### src/rtl/hfrv_mem_arbiter_if.sv
// Bus bundle between the CPU, the debug/loader master, the arbiter and the data memory.
// The slave modport is the arbiter view; the master modport is the requester/memory side.
interface hfrv_mem_arbiter_if #(
  parameter int unsigned ADDR_W = 32,
  parameter int unsigned DATA_W = 32
);
  localparam int unsigned BE_W = DATA_W / 8;

  logic              cpu_req;
  logic [BE_W-1:0]   cpu_we;
  logic [ADDR_W-1:0] cpu_addr;
  logic [DATA_W-1:0] cpu_wdata;
  logic              cpu_gnt;
  logic              cpu_stall;
  logic              cpu_rvalid;
  logic [DATA_W-1:0] cpu_rdata;

  logic              dbg_req;
  logic [BE_W-1:0]   dbg_we;
  logic [ADDR_W-1:0] dbg_addr;
  logic [DATA_W-1:0] dbg_wdata;
  logic              dbg_gnt;
  logic              dbg_rvalid;
  logic [DATA_W-1:0] dbg_rdata;

  logic              mem_en;
  logic [BE_W-1:0]   mem_we;
  logic [ADDR_W-1:0] mem_addr;
  logic [DATA_W-1:0] mem_wdata;
  logic [DATA_W-1:0] mem_rdata;

  modport slave (
    input  cpu_req, cpu_we, cpu_addr, cpu_wdata,
    output cpu_gnt, cpu_stall, cpu_rvalid, cpu_rdata,
    input  dbg_req, dbg_we, dbg_addr, dbg_wdata,
    output dbg_gnt, dbg_rvalid, dbg_rdata,
    output mem_en, mem_we, mem_addr, mem_wdata,
    input  mem_rdata
  );

  modport master (
    output cpu_req, cpu_we, cpu_addr, cpu_wdata,
    input  cpu_gnt, cpu_stall, cpu_rvalid, cpu_rdata,
    output dbg_req, dbg_we, dbg_addr, dbg_wdata,
    input  dbg_gnt, dbg_rvalid, dbg_rdata,
    input  mem_en, mem_we, mem_addr, mem_wdata,
    output mem_rdata
  );
endinterface

### src/rtl/hfrv_mem_arbiter.sv
// Shares the HF-RISC data memory port between the CPU (priority) and a debug/loader master,
// with a starvation counter that forces a debug grant after STARVE_LIMIT denied cycles.
module hfrv_mem_arbiter #(
  parameter int unsigned ADDR_W       = 32,
  parameter int unsigned DATA_W       = 32,
  parameter int unsigned RD_LATENCY   = 1,
  parameter int unsigned STARVE_LIMIT = 4
) (
  input  logic                clk,
  input  logic                reset,
  hfrv_mem_arbiter_if.slave   bus
);
  localparam int unsigned BE_W  = DATA_W / 8;
  localparam int unsigned LAT_W = 3;
  localparam int unsigned CNT_W = 4;

  typedef enum logic {IDLE, RD_WAIT} state_t;

  state_t            state, state_nxt;
  logic [LAT_W-1:0]  lat_cnt, lat_cnt_nxt;
  logic              owner_dbg, owner_dbg_nxt;
  logic [CNT_W-1:0]  starve_cnt, starve_cnt_nxt;

  logic              cpu_win, dbg_win, rd_done;
  logic              cpu_stall, cpu_rvalid, dbg_rvalid;
  logic [DATA_W-1:0] cpu_rdata, dbg_rdata;
  logic              mem_en;
  logic [BE_W-1:0]   mem_we;
  logic [ADDR_W-1:0] mem_addr;
  logic [DATA_W-1:0] mem_wdata;

  always_ff @(posedge clk) begin
    if (reset) begin
      state      <= IDLE;
      lat_cnt    <= '0;
      owner_dbg  <= 1'b0;
      starve_cnt <= '0;
    end else begin
      state      <= state_nxt;
      lat_cnt    <= lat_cnt_nxt;
      owner_dbg  <= owner_dbg_nxt;
      starve_cnt <= starve_cnt_nxt;
    end
  end

  // Arbitration, memory mux, read return and starvation tracking; everything is quiet in reset.
  always_comb begin
    state_nxt      = state;
    lat_cnt_nxt    = lat_cnt;
    owner_dbg_nxt  = owner_dbg;
    starve_cnt_nxt = '0;
    cpu_win        = 1'b0;
    dbg_win        = 1'b0;
    rd_done        = 1'b0;
    cpu_stall      = 1'b0;
    cpu_rvalid     = 1'b0;
    dbg_rvalid     = 1'b0;
    cpu_rdata      = '0;
    dbg_rdata      = '0;
    mem_en         = 1'b0;
    mem_we         = '0;
    mem_addr       = '0;
    mem_wdata      = '0;

    if (!reset) begin
      case (state)
        IDLE: begin
          cpu_win = bus.cpu_req && !(bus.dbg_req && (starve_cnt == CNT_W'(STARVE_LIMIT)));
          dbg_win = bus.dbg_req && !cpu_win;
          if (cpu_win) begin
            mem_en    = 1'b1;
            mem_we    = bus.cpu_we;
            mem_addr  = bus.cpu_addr;
            mem_wdata = bus.cpu_wdata;
          end else if (dbg_win) begin
            mem_en    = 1'b1;
            mem_we    = bus.dbg_we;
            mem_addr  = bus.dbg_addr;
            mem_wdata = bus.dbg_wdata;
          end
          if (mem_en && (mem_we == '0)) begin
            state_nxt     = RD_WAIT;
            lat_cnt_nxt   = LAT_W'(RD_LATENCY);
            owner_dbg_nxt = dbg_win;
          end
        end
        RD_WAIT: begin
          lat_cnt_nxt = lat_cnt - LAT_W'(1);
          if (lat_cnt == LAT_W'(1)) begin
            rd_done   = 1'b1;
            state_nxt = IDLE;
            if (owner_dbg) begin
              dbg_rvalid = 1'b1;
              dbg_rdata  = bus.mem_rdata;
            end else begin
              cpu_rvalid = 1'b1;
              cpu_rdata  = bus.mem_rdata;
            end
          end
        end
        default: state_nxt = IDLE;
      endcase

      // A CPU read keeps the core stalled from its grant until the data-return cycle.
      cpu_stall = (bus.cpu_req && !cpu_win)
               || (cpu_win && (bus.cpu_we == '0))
               || ((state == RD_WAIT) && !owner_dbg && !rd_done);

      if (bus.dbg_req && !dbg_win) begin
        starve_cnt_nxt = (starve_cnt == CNT_W'(STARVE_LIMIT)) ? starve_cnt
                                                               : starve_cnt + CNT_W'(1);
      end
    end
  end

  assign bus.cpu_gnt    = cpu_win;
  assign bus.dbg_gnt    = dbg_win;
  assign bus.cpu_stall  = cpu_stall;
  assign bus.cpu_rvalid = cpu_rvalid;
  assign bus.dbg_rvalid = dbg_rvalid;
  assign bus.cpu_rdata  = cpu_rdata;
  assign bus.dbg_rdata  = dbg_rdata;
  assign bus.mem_en     = mem_en;
  assign bus.mem_we     = mem_we;
  assign bus.mem_addr   = mem_addr;
  assign bus.mem_wdata  = mem_wdata;
endmodule

### src/flat_wrapper.sv
// flat-port wrapper written by rule: the top's interface ports become plain ports
module hfrv_mem_arbiter_flat 
#(
  parameter int unsigned ADDR_W       = 32,
  parameter int unsigned DATA_W       = 32,
  parameter int unsigned RD_LATENCY   = 1,
  parameter int unsigned STARVE_LIMIT = 4
)
  (clk, reset, bus_cpu_req, bus_cpu_we, bus_cpu_addr, bus_cpu_wdata, bus_cpu_gnt, bus_cpu_stall, bus_cpu_rvalid, bus_cpu_rdata, bus_dbg_req, bus_dbg_we, bus_dbg_addr, bus_dbg_wdata, bus_dbg_gnt, bus_dbg_rvalid, bus_dbg_rdata, bus_mem_en, bus_mem_we, bus_mem_addr, bus_mem_wdata, bus_mem_rdata);
  hfrv_mem_arbiter_if #(.ADDR_W(ADDR_W), .DATA_W(DATA_W)) bus_i ();
  input  logic clk;
  input  logic reset;
  input wire logic [$bits(bus_i.cpu_req)-1:0] bus_cpu_req;
  input wire logic [$bits(bus_i.cpu_we)-1:0] bus_cpu_we;
  input wire logic [$bits(bus_i.cpu_addr)-1:0] bus_cpu_addr;
  input wire logic [$bits(bus_i.cpu_wdata)-1:0] bus_cpu_wdata;
  output wire logic [$bits(bus_i.cpu_gnt)-1:0] bus_cpu_gnt;
  output wire logic [$bits(bus_i.cpu_stall)-1:0] bus_cpu_stall;
  output wire logic [$bits(bus_i.cpu_rvalid)-1:0] bus_cpu_rvalid;
  output wire logic [$bits(bus_i.cpu_rdata)-1:0] bus_cpu_rdata;
  input wire logic [$bits(bus_i.dbg_req)-1:0] bus_dbg_req;
  input wire logic [$bits(bus_i.dbg_we)-1:0] bus_dbg_we;
  input wire logic [$bits(bus_i.dbg_addr)-1:0] bus_dbg_addr;
  input wire logic [$bits(bus_i.dbg_wdata)-1:0] bus_dbg_wdata;
  output wire logic [$bits(bus_i.dbg_gnt)-1:0] bus_dbg_gnt;
  output wire logic [$bits(bus_i.dbg_rvalid)-1:0] bus_dbg_rvalid;
  output wire logic [$bits(bus_i.dbg_rdata)-1:0] bus_dbg_rdata;
  output wire logic [$bits(bus_i.mem_en)-1:0] bus_mem_en;
  output wire logic [$bits(bus_i.mem_we)-1:0] bus_mem_we;
  output wire logic [$bits(bus_i.mem_addr)-1:0] bus_mem_addr;
  output wire logic [$bits(bus_i.mem_wdata)-1:0] bus_mem_wdata;
  input wire logic [$bits(bus_i.mem_rdata)-1:0] bus_mem_rdata;
  assign bus_i.cpu_req = bus_cpu_req;
  assign bus_i.cpu_we = bus_cpu_we;
  assign bus_i.cpu_addr = bus_cpu_addr;
  assign bus_i.cpu_wdata = bus_cpu_wdata;
  assign bus_cpu_gnt = bus_i.cpu_gnt;
  assign bus_cpu_stall = bus_i.cpu_stall;
  assign bus_cpu_rvalid = bus_i.cpu_rvalid;
  assign bus_cpu_rdata = bus_i.cpu_rdata;
  assign bus_i.dbg_req = bus_dbg_req;
  assign bus_i.dbg_we = bus_dbg_we;
  assign bus_i.dbg_addr = bus_dbg_addr;
  assign bus_i.dbg_wdata = bus_dbg_wdata;
  assign bus_dbg_gnt = bus_i.dbg_gnt;
  assign bus_dbg_rvalid = bus_i.dbg_rvalid;
  assign bus_dbg_rdata = bus_i.dbg_rdata;
  assign bus_mem_en = bus_i.mem_en;
  assign bus_mem_we = bus_i.mem_we;
  assign bus_mem_addr = bus_i.mem_addr;
  assign bus_mem_wdata = bus_i.mem_wdata;
  assign bus_i.mem_rdata = bus_mem_rdata;
  hfrv_mem_arbiter #(.ADDR_W(ADDR_W), .DATA_W(DATA_W), .RD_LATENCY(RD_LATENCY), .STARVE_LIMIT(STARVE_LIMIT)) u_core (.clk(clk), .reset(reset), .bus(bus_i));
endmodule
### config.mk
export PLATFORM = sky130hd
export DESIGN_NAME = hfrv_mem_arbiter_flat
export DESIGN_NICKNAME = d
export VERILOG_FILES = /design/src/rtl/hfrv_mem_arbiter_if.sv /design/src/rtl/hfrv_mem_arbiter.sv /design/src/flat_wrapper.sv
export SDC_FILE = /design/constraint.sdc
export NUM_CORES = 1
export LEC_CHECK = 0
export CORE_AREA = 2 2 121 123
export DETAILED_ROUTE_END_ITERATION = 16
export DIE_AREA = 0 0 123 125
export DONT_BUFFER_PORTS = 1
export GPL_TIMING_DRIVEN = 1
export HOLD_SLACK_MARGIN = 0.03
export PLACE_DENSITY = 0.37
export SYNTH_ARGS = -nofsm -noshare
export SYNTH_HDL_FRONTEND = slang
export SYNTH_SLANG_ARGS = --single-unit
### constraint.sdc
create_clock -name clk -period 2.9 [get_ports clk]
set_clock_uncertainty 0.1 [all_clocks]
set_input_delay 0.58 -clock clk [delete_from_list [all_inputs] [get_ports clk]]
set_output_delay 0.58 -clock clk [all_outputs]
set_load 0.005 [all_outputs]
======== After elaboration in Yosys (flattened, before gate mapping) ========
Index checks and enable logic that the tools add are counted.
cells by class
  add/subtract/negate cells ............... 2
  equal/unequal tests ..................... 3
  muxes and demuxes ....................... 51
  bitwise logic cells ..................... 2
  reductions and logical operators ........ 21
operator list
  operator                                               number
  two-way mux 32 bit                                     16
  two-way mux 1 bit                                      26
  two-way mux 4 bit                                      6
  logical AND 1 bit                                      9
  logical NOT 4 bit                                      2
  logical NOT 1 bit                                      6
  case mux 3 bit (2 select lines)                        1
  adder 4 x 1 -> 4 bit, second input constant            1
  equality test 4 x 3 -> 1 bit, second input constant    1
  equality test 3 x 1 -> 1 bit, second input constant    1
  two-way mux 3 bit                                      1
  subtractor 3 x 1 -> 3 bit, second input constant       1
  logical OR 1 bit                                       2
  inequality test 2 x 1 -> 1 bit, second input constant  1
  inverter 1 bit                                         2
  case mux 1 bit (2 select lines)                        1
  AND reduction 2 bit                                    1
  OR reduction 2 bit                                     1
word-level totals
  register bits after elaboration ......... 9

======== Longest topological paths before layout ========
Gate-level depths: netlist (run 1).
  depth in word-level cells ............... 14
  mapped depth ............................ 9
  gate-level depth less buffers ........... 6

======== Worst setup path before layout (run 1) ========
Ideal clock, no wire load.
  path type ............................... input -> output
  start ................................... input port reset
  end ..................................... output port bus_cpu_rdata[22]
  arrival ................................. 1566 ps
  required time ........................... 2220 ps
  slack ................................... 654 ps
  cell stages on the path ................. 4
  cell sequence ........................... clkbuf_1 -> nor4_2 -> clkbuf_1 -> and2_1
on the way
  cells in the longest elaborated chain, start to end .. 1
ends and longest elaborated chain
  item                RTL line                RTL
  start, declared     flat_wrapper.sv:12      input logic reset;
  two-way mux 32 bit  hfrv_mem_arbiter.sv:65  if (!reset) begin
  end, declared       flat_wrapper.sv:20      output wire logic [$bits(bus_i.cpu_rdata)-1:0] bus_cpu_rdata;
No other way between the ends.

======== Worst setup path after layout (run 1) ========
  start ................................... register u_core.starve_cnt[1]
  end ..................................... output port bus_mem_addr[13]
on the way
  cells in the longest elaborated chain, start to end .. 10
ends and longest elaborated chain
  item                            RTL line                RTL
  start, declared                 hfrv_mem_arbiter.sv:22  logic [CNT_W-1:0] starve_cnt, starve_cnt_nxt;
  start signal, assigned          hfrv_mem_arbiter.sv:42  starve_cnt <= starve_cnt_nxt;
  equality test 4 x 3 -> 1 bit *  hfrv_mem_arbiter.sv:68  cpu_win = bus.cpu_req && !(bus.dbg_req && (starve_cnt == CNT_W'(STARVE_LIMIT)));
  logical AND 1 bit *             hfrv_mem_arbiter.sv:68
  logical NOT 1 bit *             hfrv_mem_arbiter.sv:68
  logical AND 1 bit *             hfrv_mem_arbiter.sv:68
  logical NOT 1 bit               hfrv_mem_arbiter.sv:69  dbg_win = bus.dbg_req && !cpu_win;
  logical AND 1 bit               hfrv_mem_arbiter.sv:69
  two-way mux 32 bit              hfrv_mem_arbiter.sv:75  end else if (dbg_win) begin
  two-way mux 32 bit *            hfrv_mem_arbiter.sv:70  if (cpu_win) begin
  two-way mux 32 bit *            hfrv_mem_arbiter.sv:66  case (state)
  two-way mux 32 bit *            hfrv_mem_arbiter.sv:65
  end, declared                   flat_wrapper.sv:30      output wire logic [$bits(bus_i.mem_addr)-1:0] bus_mem_addr;
Every way passes the cells marked *; elsewhere a longest branch is shown, timed or not.

==> impl_metrics.tcl, run 1 <==
set metrics [dict create \
    ant_nets 0 \
    drv_slew 0 \
    syn_area_um2 1742 \
    rows 44 \
    fin_tns_setup_ps 0 \
    vias_per_cell 4.725 \
    drt_wl_total_um 9299 \
    multi_input_area_um2 1409 \
    cpMaxStageDelayCell "dfxtp_1" \
    register_area_um2 180.2 \
    final-hold-violation-count 0 \
    vias 1890 \
    core_um2 14200 \
    worstMarginPinSlew_ps 553.7 \
    clk_latency_ps 230 \
    syn-instance-count 226 \
    grt_pass1_wl_um 11050 \
    p_seq_share_pct 24.8 \
    startpoint_type "register" \
    p_sw_share_pct 28.71 \
    cts_root_buffer "clkbuf_16" \
    drive_gt1_share_pct 10.70 \
    place_hpwl_um 7764 \
    path_clk_slew_ps 40 \
    cp-end-kind "output port" \
    cts_buffers 3 \
    syn2layout_area_growth_pct 16.88 \
    pwr-share-comb_pct 30.2 \
    clock.fmax_mhz 371.9 \
    start_util_pct 12.26 \
    portBuffers 0 \
    syn_avg_cell_area_um2 7.707 \
    gp_congestion 0.7586 \
    routedWlPerCell_um 23.25 \
    rsz0062_at_grt "false" \
    crit_required_ps 2220 \
    ir_worst_vdd_uv 194.8 \
    synth_top_area_share_pct 32.18 \
    layout.nets 392 \
    finalCriticalPeriod_ps 2689 \
    syn_nets 402 \
    grt_pass1_vias 1754 \
    finalCritPeriodShare_pct 92.72 \
    powerDensity_nw_per_um2 263.1 \
    hold_path.class "input pin to register" \
    synth-main-ff-cell "dfxtp_1" \
    post-route-drc-count 0 \
    die_width_um 123 \
    netlist-cell-type-count 37 \
    critical_path_class "register to output port" \
    grt_max_degree 66 \
    total_power_uw 535.7 \
    cellInternalPower_uw 381.9 \
    crit_top_cell "buf_6" \
    crit_arrival_ps 2010 \
    max_cap_violations 0 \
    status "finished, final reports clean" \
    synth_common_cells "65 x and2_1, 64 x a22o_1, 13 x nor2_1, 9 x buf_2, 9 x dfxtp_1" \
    ys.warnings.count 0 \
    drt_iter0_drc 84 \
    yosys_register_bits 9 \
    setup_viol 0 \
    ys_seq_area_share_pct 10.34 \
    detail_route.first_pass.iterations 4 \
    crit_fanout 16 \
    ios 310 \
    cpPeakStageDelay_ps 320 \
    die_area_um2 15380 \
    leakage_uw 0.0007394 \
    grt_overflow 0 \
    antenna_found_initial 1 \
    yosys-top-cells-area "a22o_1 32%, and2_1 23%, dfxtp_1 10%, buf_6 4.5%, ha_1 2.9%" \
    grt_usage_pct 9.794 \
    htree_levels 1 \
    crit_path_cell_trace "inv_1, ha_2, nand4b_2, and2_4, nor3_4, buf_4, buf_6, buf_6, a22o_1" \
    cts_tree "built" \
    dieHeight_um 125 \
    cts.sinks 9 \
    yosysMostFrequentCell "and2_1" \
    p_clk_share_pct 45.0 \
    power.switching_uw 153.8 \
    synth_edf_count 0 \
    relSlewSlack_pct 62.75 \
    yosys.area.top_type "a22o_1" \
    clockBufferDepth 2 \
    async_reset_ff_share_pct 0 \
    utilization_pct 14.33 \
    fillers 1609 \
    whs_ps 311.8 \
]
sequential cells by signal, summed over array words and instances, names as in the netlist:
signal,flops
u_core.owner_dbg,1
u_core.lat_cnt,3
u_core.starve_cnt,4
u_core.state,1
final timing paths:
path | startpoint | to | slack, ps | cells past startpoint
worst min register to register | u_core.lat_cnt[1]$_SDFFE_PP0P_ | u_core.lat_cnt[1]$_SDFFE_PP0P_ | 370 | 2
worst min-delay path | reset | u_core.lat_cnt[2]$_SDFFE_PP0P_ | 310 | 1
worst max register to register | u_core.starve_cnt[0]$_SDFFE_PP0P_ | u_core.lat_cnt[2]$_SDFFE_PP0P_ | 1120 | 6
worst max-delay path | u_core.starve_cnt[1]$_SDFFE_PP0P_ | bus_mem_addr[13] | 210 | 9
logic make-up after synthesis:
group                      after synthesis  synth area share (%)
DFF                                      9                 10.34
and+or+nand+nor                         96                 34.56
xor gates and xnor gates                 1                0.5030
AOI/OAI and AO/OA                       85                 41.16
adders and majority gates                4                 2.874
buffers and inverters                   31                 10.56
layout by cell type, fill, tap and decap left out, drive strengths merged, types with 2 or more instances in the layout:
| master | count |
|---|---|
| nor2 | 13 |
| dfxtp | 9 |
| a22oi | 3 |
| clkbuf | 5 |
| and2 | 65 |
| a22o | 64 |
| nand2b | 3 |
| nor3 | 2 |
| inv | 8 |
| nor4 | 2 |
| nand2 | 2 |
| a21oi | 7 |
| ha | 4 |
| buf | 7 |
| a311oi | 2 |
| nand3 | 2 |
| a211o | 3 |
metrics by stage:
step,setup slack [ps],std cells,cell area (µm²)
CTS,137.3,395,1977
floorplan,654.4,226,1742
global route,44.73,400,2036
finish,211.0,400,2036
detailed placement,391.4,391,1898
global placement,440.7,391,1898
power groups by stage:
stage	logic, µW	clock network, µW	registers, µW
floorplan	129	0	133
global placement	149	0	134
detailed placement	153	0	135
CTS	154	246	133
global route	173	257	133
finish	162	241	133
critical path, delay by kind of cell, from the launching register on:
kind	cells	cell delay, ps
AND/OR/NAND/NOR	3	530
AO/OA/AOI/OAI	1	190
flip-flops	1	320
buffers and inverters	4	520
adder cells (fa/ha/maj)	1	210
routing by layer:
metal  GRT usage (%)  routed length (µm)  vias up
met5               0                   0        -
met4           3.409                 191        0
met3           3.011                1209        8
met2           20.51                5238      201
met1           8.257                2660      867
li1                -                   -      814
layout make-up:
class                   count  share of cell area, %
diodes                      1                 0.1229
clock buffers               4                  3.872
inverters                   8                  1.475
multi-input cells         186                  69.21
flip-flops and latches      9                  8.851
well taps                 184                  11.31
repair buffers              8                  5.163
repair_timing:
item                       4_1_cts  5_1_grt
hold buffers                     0        0
gates resized for setup          0        7
buffers inserted                 0        2
setup endpoints to repair        0       12
Power figures use the tool's default switching activity.
==> run 2, diff against run 1 <==
--- a/config.mk
+++ b/config.mk
@@ -5,13 +5,15 @@
 export SDC_FILE = /design/constraint.sdc
 export NUM_CORES = 1
 export LEC_CHECK = 0
+export CELL_PAD_IN_SITES_DETAIL_PLACEMENT = 0
+export CELL_PAD_IN_SITES_GLOBAL_PLACEMENT = 1
 export CORE_AREA = 2 2 121 123
 export DETAILED_ROUTE_END_ITERATION = 16
 export DIE_AREA = 0 0 123 125
 export DONT_BUFFER_PORTS = 1
 export GPL_TIMING_DRIVEN = 1
 export HOLD_SLACK_MARGIN = 0.03
-export PLACE_DENSITY = 0.37
+export PLACE_DENSITY = 0.38
 export SYNTH_ARGS = -nofsm -noshare
 export SYNTH_HDL_FRONTEND = slang
 export SYNTH_SLANG_ARGS = --single-unit
==> impl_metrics.tcl, run 2 (synthesis results as in run 1) <==
set metrics [dict create \
    r2r_cells 6 \
    hold_buffers 0 \
    setup_viol 0 \
    ir_worst_vdd_uv 101.4 \
    path_clk_slew_ps 40 \
    rows 44 \
    clk_latency_ps 240 \
    vias_per_cell 4.752 \
    routedWlPerCell_um 23.76 \
    antenna_found_initial 0 \
    fillers 1618 \
    final_common_cell "and2_1" \
    cts_root_buffer "clkbuf_16" \
    vias 1877 \
    timing.rr.start "u_core.starve_cnt[0]$_SDFFE_PP0P_" \
    r2r-end "u_core.lat_cnt[2]$_SDFFE_PP0P_" \
    cp-endpoint "bus_mem_wdata[31]" \
    grt_pass1_vias 1710 \
    reg2reg_slack_ps 1050 \
    crit_fanout 65 \
    cts_buffers 3 \
    drive_gt1_share_pct 8.057 \
    htree_levels 1 \
    regMostFlops "u_core.starve_cnt" \
    ant_nets 0 \
    clockBufferDepth 2 \
    leakage_uw 0.0007107 \
    syn2layout_area_growth_pct 13.58 \
    grt_usage_pct 10.25 \
    start_util_pct 12.26 \
    relSlewSlack_pct 65.14 \
    crit_arrival_ps 2090 \
    antennaDiodeCount 0 \
    die_width_um 123 \
    cts_tree "built" \
    layout.nets 388 \
    drv_slew 0 \
    cts_resized 0 \
    place_hpwl_um 8195 \
    cp-startpoint "u_core.starve_cnt[0]$_SDFFE_PP0P_" \
    detail_route.first_pass.iterations 4 \
    status "finished, final reports clean" \
    post-route-drc-count 0 \
    dieHeight_um 125 \
    hold_path.class "input pin to register" \
    ios 310 \
    grt_max_degree 66 \
    drt_iter0_drc 61 \
    final-hold-violation-count 0 \
    grt_pass1_wl_um 11160 \
    core_um2 14200 \
    cp-end-kind "output port" \
    finalCritPeriodShare_pct 95.51 \
    critical_path_class "register to output port" \
    die_area_um2 15380 \
    rsz0062_at_grt "false" \
    cts_setup_buffers 0 \
    utilization_pct 13.93 \
    clock.fmax_mhz 361.0 \
    portBuffers 0 \
    final_cell_mix "65 x and2_1, 63 x a22o_1, 12 x nor2_1, 9 x dfxtp_1, 8 x inv_1" \
    max_cap_violations 0 \
    largest_reg_flops 4 \
    worstMarginPinSlew_ps 518.2 \
    cts.sinks 9 \
    grt_overflow 0 \
    powerDensity_nw_per_um2 272.1 \
    drt_wl_total_um 9387 \
    startpoint_type "register" \
    fin_tns_setup_ps 0 \
    gp_congestion 0.8139 \
    reg_top3 "u_core.starve_cnt: 4 flops, u_core.lat_cnt: 3 flops" \
    finalCriticalPeriod_ps 2770 \
    crit_required_ps 2220 \
]
==> run 2: how the worst min path moves through the flow <==
| stage | from | endpoint | slack [ps] | cells after the start |
|---|---|---|---|---|
| finish | reset | u_core.lat_cnt[2]$_SDFFE_PP0P_ | 310 | 1 |
| global route | reset | u_core.lat_cnt[2]$_SDFFE_PP0P_ | 300 | 1 |
| global placement | u_core.lat_cnt[1]$_SDFFE_PP0P_ | u_core.lat_cnt[1]$_SDFFE_PP0P_ | 370 | 2 |
| CTS | reset | u_core.lat_cnt[2]$_SDFFE_PP0P_ | 300 | 1 |
| detailed placement | u_core.lat_cnt[1]$_SDFFE_PP0P_ | u_core.lat_cnt[1]$_SDFFE_PP0P_ | 370 | 2 |
| floorplan | u_core.lat_cnt[1]$_SDFFE_PP0P_ | u_core.lat_cnt[1]$_SDFFE_PP0P_ | 350 | 2 |
==> run 2: final cells by class <==
class | count | area (µm²) | area share (%)
Clock buffer | 4 | 78.83 | 3.985
Inverter | 8 | 30.03 | 1.518
Multi-Input combinational cell | 186 | 1404 | 70.97
Sequential cell | 9 | 180.2 | 9.108
Tap cell | 184 | 230.2 | 11.64
Timing Repair Buffer | 4 | 55.05 | 2.783
==> run 2: critical path: stages, from the launching register on <==
cell,delay [ps]
dfxtp_1,340
inv_1,70
ha_1,220
nand4b_2,160
and2_1,270
nor3_4,170
buf_12,270
a22o_2,280
==> run 2: power by group <==
part / total, µW / internal [µW] / switching (µW)
Clock: 248 / 184 / 64.3
Combinational: 157 / 64.9 / 92.3
Sequential: 133 / 128 / 4.90
Total: 538 / 377 / 161
==> run 2: routing by layer <==
metal  track usage, %  up-vias  routed length [µm]
met5                0        -                   0
met4            3.810        0                 192
met3            2.464        9                1171
met2            21.09      197                5034
met1            9.277      865                2988
li1                 -      806                   -
==> run 2: metrics by stage <==
stage | worst slack, ps | std cells | hold WS (ps) | cell area, µm² | total power (µW)
after floorplan | 654.4 | 226 | 352.4 | 1742 | 262.1
after global placement | 356.4 | 391 | 368.9 | 1898 | 292.4
after detailed placement | 318.3 | 391 | 372.6 | 1898 | 293.1
after CTS | 54.32 | 395 | 302.6 | 1977 | 545.6
after global routing | 8.179 | 395 | 301.1 | 1978 | 561.8
final | 130.2 | 395 | 306.4 | 1978 | 538.3
